==> src/rtl/wisc_pkg.sv <==
// -----------------------------------------------------------------------------
// wisc_pkg
// Shared definitions for the WISC core: opcode encodings, branch condition
// codes, flag-register bit positions, the PC-stage state type and the
// branch-offset helper.
// -----------------------------------------------------------------------------
package wisc_pkg;

    // Opcodes (instr[15:12]) that the PC stage cares about
    localparam logic [3:0] OP_B   = 4'b1100;
    localparam logic [3:0] OP_BR  = 4'b1101;
    localparam logic [3:0] OP_HLT = 4'b1111;

    // Branch condition codes (instr[11:9])
    localparam logic [2:0] COND_NEQ    = 3'b000;
    localparam logic [2:0] COND_EQ     = 3'b001;
    localparam logic [2:0] COND_GT     = 3'b010;
    localparam logic [2:0] COND_LT     = 3'b011;
    localparam logic [2:0] COND_GTE    = 3'b100;
    localparam logic [2:0] COND_LTE    = 3'b101;
    localparam logic [2:0] COND_OVFL   = 3'b110;
    localparam logic [2:0] COND_UNCOND = 3'b111;

    // Bit positions inside the {Z, V, N} flag vector
    localparam int FLAG_Z = 2;
    localparam int FLAG_V = 1;
    localparam int FLAG_N = 0;

    // PC-stage state: HALTED is sticky until reset
    typedef enum logic {
        ST_RUN    = 1'b0,
        ST_HALTED = 1'b1
    } pc_state_e;

    // Sign-extend a 9-bit word offset and convert it to a byte offset
    function automatic logic [15:0] b_offset(input logic [8:0] imm);
        return {{6{imm[8]}}, imm, 1'b0};
    endfunction

endpackage : wisc_pkg

==> src/rtl/branch_control.sv <==
// -----------------------------------------------------------------------------
// branch_control
// Evaluates a 3-bit branch condition against the {Z, V, N} flags.
// Ports:
//   br_condition  in  3 : condition code from instr[11:9]
//   flags_out     in  3 : {Z, V, N} from the flag register
//   br_true       out 1 : condition holds
// -----------------------------------------------------------------------------
module branch_control
    import wisc_pkg::*;
(
    input  logic [2:0] br_condition,
    input  logic [2:0] flags_out,
    output logic       br_true
);

    logic z_s;
    logic v_s;
    logic n_s;

    assign z_s = flags_out[FLAG_Z];
    assign v_s = flags_out[FLAG_V];
    assign n_s = flags_out[FLAG_N];

    // Condition decode
    always_comb begin
        br_true = 1'b0;
        case (br_condition)
            COND_NEQ:    br_true = ~z_s;
            COND_EQ:     br_true = z_s;
            COND_GT:     br_true = ~z_s & ~n_s;
            COND_LT:     br_true = n_s;
            COND_GTE:    br_true = z_s | ~n_s;
            COND_LTE:    br_true = z_s | n_s;
            COND_OVFL:   br_true = v_s;
            COND_UNCOND: br_true = 1'b1;
            default:     br_true = 1'b0;
        endcase
    end

endmodule : branch_control

==> src/rtl/pc_control.sv <==
// -----------------------------------------------------------------------------
// pc_control
// Program-counter stage of the single-cycle WISC core. Holds the PC, picks
// the next PC (sequential, B, BR or HLT), tracks the RUN/HALTED state and
// keeps saturating branch statistics.
// Parameters:
//   RESET_PC              : PC loaded on reset
// Ports:
//   clk            in  1  : core clock, rising edge
//   rst            in  1  : asynchronous active-high reset
//   instr          in  16 : fetched instruction at pc
//   flags          in  3  : {Z, V, N}
//   rs_data        in  16 : register read data, BR target
//   stall          in  1  : hold PC and all state this cycle
//   pc             out 16 : current PC
//   pc_plus2       out 16 : pc + 2 (wraps)
//   br_taken       out 1  : current B/BR is taken (combinational)
//   halted         out 1  : HLT has been executed
//   br_count       out 16 : committed B/BR, saturating
//   br_taken_count out 16 : committed taken B/BR, saturating
// -----------------------------------------------------------------------------
module pc_control
    import wisc_pkg::*;
#(
    parameter logic [15:0] RESET_PC = 16'h0000
) (
    input  logic        clk,
    input  logic        rst,
    input  logic [15:0] instr,
    input  logic [2:0]  flags,
    input  logic [15:0] rs_data,
    input  logic        stall,
    output logic [15:0] pc,
    output logic [15:0] pc_plus2,
    output logic        br_taken,
    output logic        halted,
    output logic [15:0] br_count,
    output logic [15:0] br_taken_count
);

    pc_state_e   state_q;
    pc_state_e   state_d;
    logic [15:0] pc_q;
    logic [15:0] pc_d;
    logic [15:0] br_count_q;
    logic [15:0] br_count_d;
    logic [15:0] br_taken_count_q;
    logic [15:0] br_taken_count_d;

    logic [3:0]  opcode_s;
    logic        is_b_s;
    logic        is_br_s;
    logic        is_hlt_s;
    logic        br_true_s;
    logic        commit_s;
    logic [15:0] pc_plus2_s;
    logic [15:0] b_target_s;

    assign opcode_s   = instr[15:12];
    assign is_b_s     = (opcode_s == OP_B);
    assign is_br_s    = (opcode_s == OP_BR);
    assign is_hlt_s   = (opcode_s == OP_HLT);
    assign pc_plus2_s = pc_q + 16'd2;
    assign b_target_s = pc_plus2_s + b_offset(instr[8:0]);
    // Nothing retires while stalled or once halted
    assign commit_s   = (state_q == ST_RUN) && !stall;

    branch_control u_branch_control (
        .br_condition (instr[11:9]),
        .flags_out    (flags),
        .br_true      (br_true_s)
    );

    // Next-PC, next-state and counter update selection
    always_comb begin
        state_d          = state_q;
        pc_d             = pc_q;
        br_count_d       = br_count_q;
        br_taken_count_d = br_taken_count_q;
        br_taken         = (is_b_s || is_br_s) && br_true_s && (state_q == ST_RUN);

        if (commit_s) begin
            if (is_hlt_s) begin
                state_d = ST_HALTED;
                pc_d    = pc_q;
            end else if (br_taken && is_b_s) begin
                pc_d = b_target_s;
            end else if (br_taken && is_br_s) begin
                pc_d = rs_data;
            end else begin
                pc_d = pc_plus2_s;
            end

            if (is_b_s || is_br_s) begin
                // Counters stick at all-ones instead of wrapping
                if (br_count_q != 16'hFFFF) begin
                    br_count_d = br_count_q + 16'd1;
                end else begin
                    br_count_d = br_count_q;
                end
                if (br_taken && (br_taken_count_q != 16'hFFFF)) begin
                    br_taken_count_d = br_taken_count_q + 16'd1;
                end else begin
                    br_taken_count_d = br_taken_count_q;
                end
            end else begin
                br_count_d       = br_count_q;
                br_taken_count_d = br_taken_count_q;
            end
        end else begin
            state_d = state_q;
        end
    end

    // PC, state and statistics registers
    always_ff @(posedge clk or posedge rst) begin
        if (rst) begin
            state_q          <= ST_RUN;
            pc_q             <= RESET_PC;
            br_count_q       <= 16'h0000;
            br_taken_count_q <= 16'h0000;
        end else begin
            state_q          <= state_d;
            pc_q             <= pc_d;
            br_count_q       <= br_count_d;
            br_taken_count_q <= br_taken_count_d;
        end
    end

    assign pc             = pc_q;
    assign pc_plus2       = pc_plus2_s;
    assign halted         = (state_q == ST_HALTED);
    assign br_count       = br_count_q;
    assign br_taken_count = br_taken_count_q;

endmodule : pc_control

==> config.mk <==
export PLATFORM = sky130hd
export DESIGN_NAME = pc_control
export DESIGN_NICKNAME = d
export VERILOG_FILES = /design/src/rtl/wisc_pkg.sv /design/src/rtl/branch_control.sv /design/src/rtl/pc_control.sv
export SDC_FILE = /design/constraint.sdc
export NUM_CORES = 1
export LEC_CHECK = 0
export ABC_AREA = 0
export CAP_MARGIN = 20
export CORE_ASPECT_RATIO = 1.5
export CORE_UTILIZATION = 44
export CTS_BUF_LIST = sky130_fd_sc_hd__clkbuf_8
export CTS_CLUSTER_SIZE = 24
export DETAILED_ROUTE_END_ITERATION = 8
export GPL_TIMING_DRIVEN = 0
export PLACE_DENSITY = 0.78
export REMOVE_ABC_BUFFERS = 1
export SKIP_CTS_REPAIR_TIMING = 1
export SYNTH_ARGS = -nofsm -noshare
export SYNTH_HDL_FRONTEND = slang
export SYNTH_SLANG_ARGS = --single-unit
==> constraint.sdc <==
create_clock -name clk -period 2.9 [get_ports clk]
set_input_delay 0.58 -clock clk [delete_from_list [all_inputs] [get_ports clk]]
set_output_delay 0.58 -clock clk [all_outputs]
set_load 0.01 [all_outputs]
==> flow_summary.toml <==
[floorplanning]
initial_core_util = 0.4533
die_h_um = 110.5
rows = 39
die_area_mm2 = 0.008208
coreArea_mm2 = 0.007612
die_w_um = 74.31
io_pins = 104

[place]
place_ws_ps = -718.1
dp_cells = 580
postPlaceCellArea_mm2 = 0.004563
hpwl_mm = 6.997
port_buffers = 103
gp_congestion = 0.8616

[timing]
fin_crit_sh = 1.015
holdWs_ps = 497.0
drv_slew = 0
skew_ps = 10.16
slew_headroom = 0.4755
worst_slack_ps = -43.70
rsz0062_at_grt = "yes"
finalHoldViolCount = 0
fin_crit_ps = 2944
finalSetupTns_ps = -65.84
max_freq_ghz = 0.3397
setup_viol = 2
worstMarginPinSlew_ps = 785.4

[status]
violations = "negative setup slack"
status = "finished, violations left"

[final_layout]
final_cells = 617
fin_nets = 573
post-route-util = 0.6869
fin_area_mm2 = 0.005229
drive_gt1_frac = 0.1981
layout_commonest_cell = "clkdlybuf4s50_1"
area_growth_pct = 51.52
n_antenna_cell = 0
final_cell_mix = "clkdlybuf4s50_1 (95), dfrtp_1 (43), nand2_1 (41)"

[flow_run]
drv_cap = 0

[critical_path]
critPathLaunch = "pc[2]"
cp.required_ps = 3100
end_kind = "flip-flop"
path_max_fanout = 4
arrival_ps = 3140
path_class = "flip-flop to flip-flop"
r2r_start = "pc[2]"
start_kind = "flip-flop"

[clock_network]
clock_latency_ps = 310
clkTransAtPathRegs_ps = 90
tritoncts = "done"
cts_sinks = 49
numCtsBuffers = 5
cts-htree-levels = 2
clockBufferDepth = 2
cts_root_buf = "clkbuf_8"

[worst_hold_path]
min_path_type = "flip-flop to flip-flop"
worstHoldStart = "br_count[5]"

[detailed_routing]
via_per_inst = 5.606
routed_wl_mm = 10.16
drtIter0Drc = 220
ant_nets = 0
drc = 0
dr.pass1.iters = 4
vias = 3459
wl_per_cell_um = 16.47

[synth]
synth_top_cell_by_area = "dfrtp_1"
synth_top_area_frac = 0.3553
synth_enable_flop_cells = 0
syn_area_mm2 = 0.003451
syn_area_per_cell_um2 = 8.940
yosysSeqAreaShare = 0.3553
ys_top_cells_by_area = "dfrtp_1 (36%), xnor2_1 (9.1%), ha_1 (7.3%)"
synth_flop_cell = "dfrtp_1"
async_reset_ff_frac = 1.000
synth_cells = 386
yosysWarnings = 0
ys_ff_latch = 49
synth_cell_types = 62

[power_and_ir_drop]
ir_drop_uv = 589.2
power_mw = 4.179
p_leak_nw = 2.153
power_density_mw_per_mm2 = 799.2

[global_routing]
antenna_found_initial = 0
grt_pass1_vias = 3281
grt-ovfl-total = 0
grt_pass1_wl_mm = 15.17
grtUsageTotal = 0.2360
grt_max_degree = 31
-- state kept, by name (all words and copies together), names as in the netlist --
signal and count:
br_taken_count 16, br_count 16, halted 1, pc 16
-- critical path: stages (launching register included) --
cell,delay [ps]
dfrtp_1,440
ha_4,200
nand2_4,70
nor2_4,120
nand4_1,170
xnor2_2,220
buf_4,160
ha_4,270
nand4_1,250
a211oi_4,350
o32ai_2,140
o21ai_1,90
or3b_1,360
-- kinds of logic (layout without fill, tap and decap cells) --
kind of cell,after synthesis,after routing,share of synthesized area
adder cells (fa/ha/maj),21,21,0.07832
buffers and inverters,25,154,0.03408
multiplexers,7,7,0.02175
XOR/XNOR,50,50,0.1291
AO/OA/AOI/OAI,80,80,0.1454
AND/OR/NAND/NOR,154,154,0.2360
flip-flops,49,49,0.3553
-- worst paths after layout --
path                            depth (start not counted)  slack (ps)                  to
worst max-delay path                                   12         -40              pc[15]
worst min register to register                          1         500         br_count[5]
max in group asynchronous                               3        1750  br_taken_count[11]
min in group asynchronous                               2         620        br_count[15]
worst min-delay path                                    1         500         br_count[5]
worst max register to register                         12         -40              pc[15]
-- report_power, final --
part	switching, mW	total (mW)	leakage, nW	internal, mW
sequential	0.210	1.03	0.629	0.819
combinational	1.25	2.63	1.47	1.38
clock	0.239	0.519	0.0574	0.281
total	1.70	4.18	2.15	2.48
-- per-layer routing --
layer / vias up / GRT usage / share of wire
met4: 0 / 0.07044 / 0.015
li1: 1649 / - / -
met3: 15 / 0.03832 / 0.045
met1: 1692 / 0.2690 / 0.37
met2: 103 / 0.4339 / 0.57
met5: - / 0 / 0
-- Yosys cell counts, drive strengths merged (3+ instances only) --
library cell and number:
mux2 4, and3 5, o21ai 24, a311oi 3, a21oi 20, nand3 22
o22ai 3, nand2 44, a211oi 6, xnor2 37, mux2i 3, dfrtp 49
nor3 12, inv 13, a31oi 6, xor2 13, ha 20, buf 5
and4 6, nor2 31, clkbuf 7, nand4 13
-- area by class of cell --
| type | count | area, um2 |
|---|---|---|
| inverters | 13 | 53.80 |
| repair buffers | 133 | 1281 |
| clock buffers | 6 | 82.58 |
| flip-flops and latches | 49 | 1234 |
| multi-input cells | 312 | 2412 |
| clock inverters | 2 | 37.54 |
| well taps | 102 | 127.6 |
| fillers | 602 | 2384 |
Power figures use the tool's default switching activity.
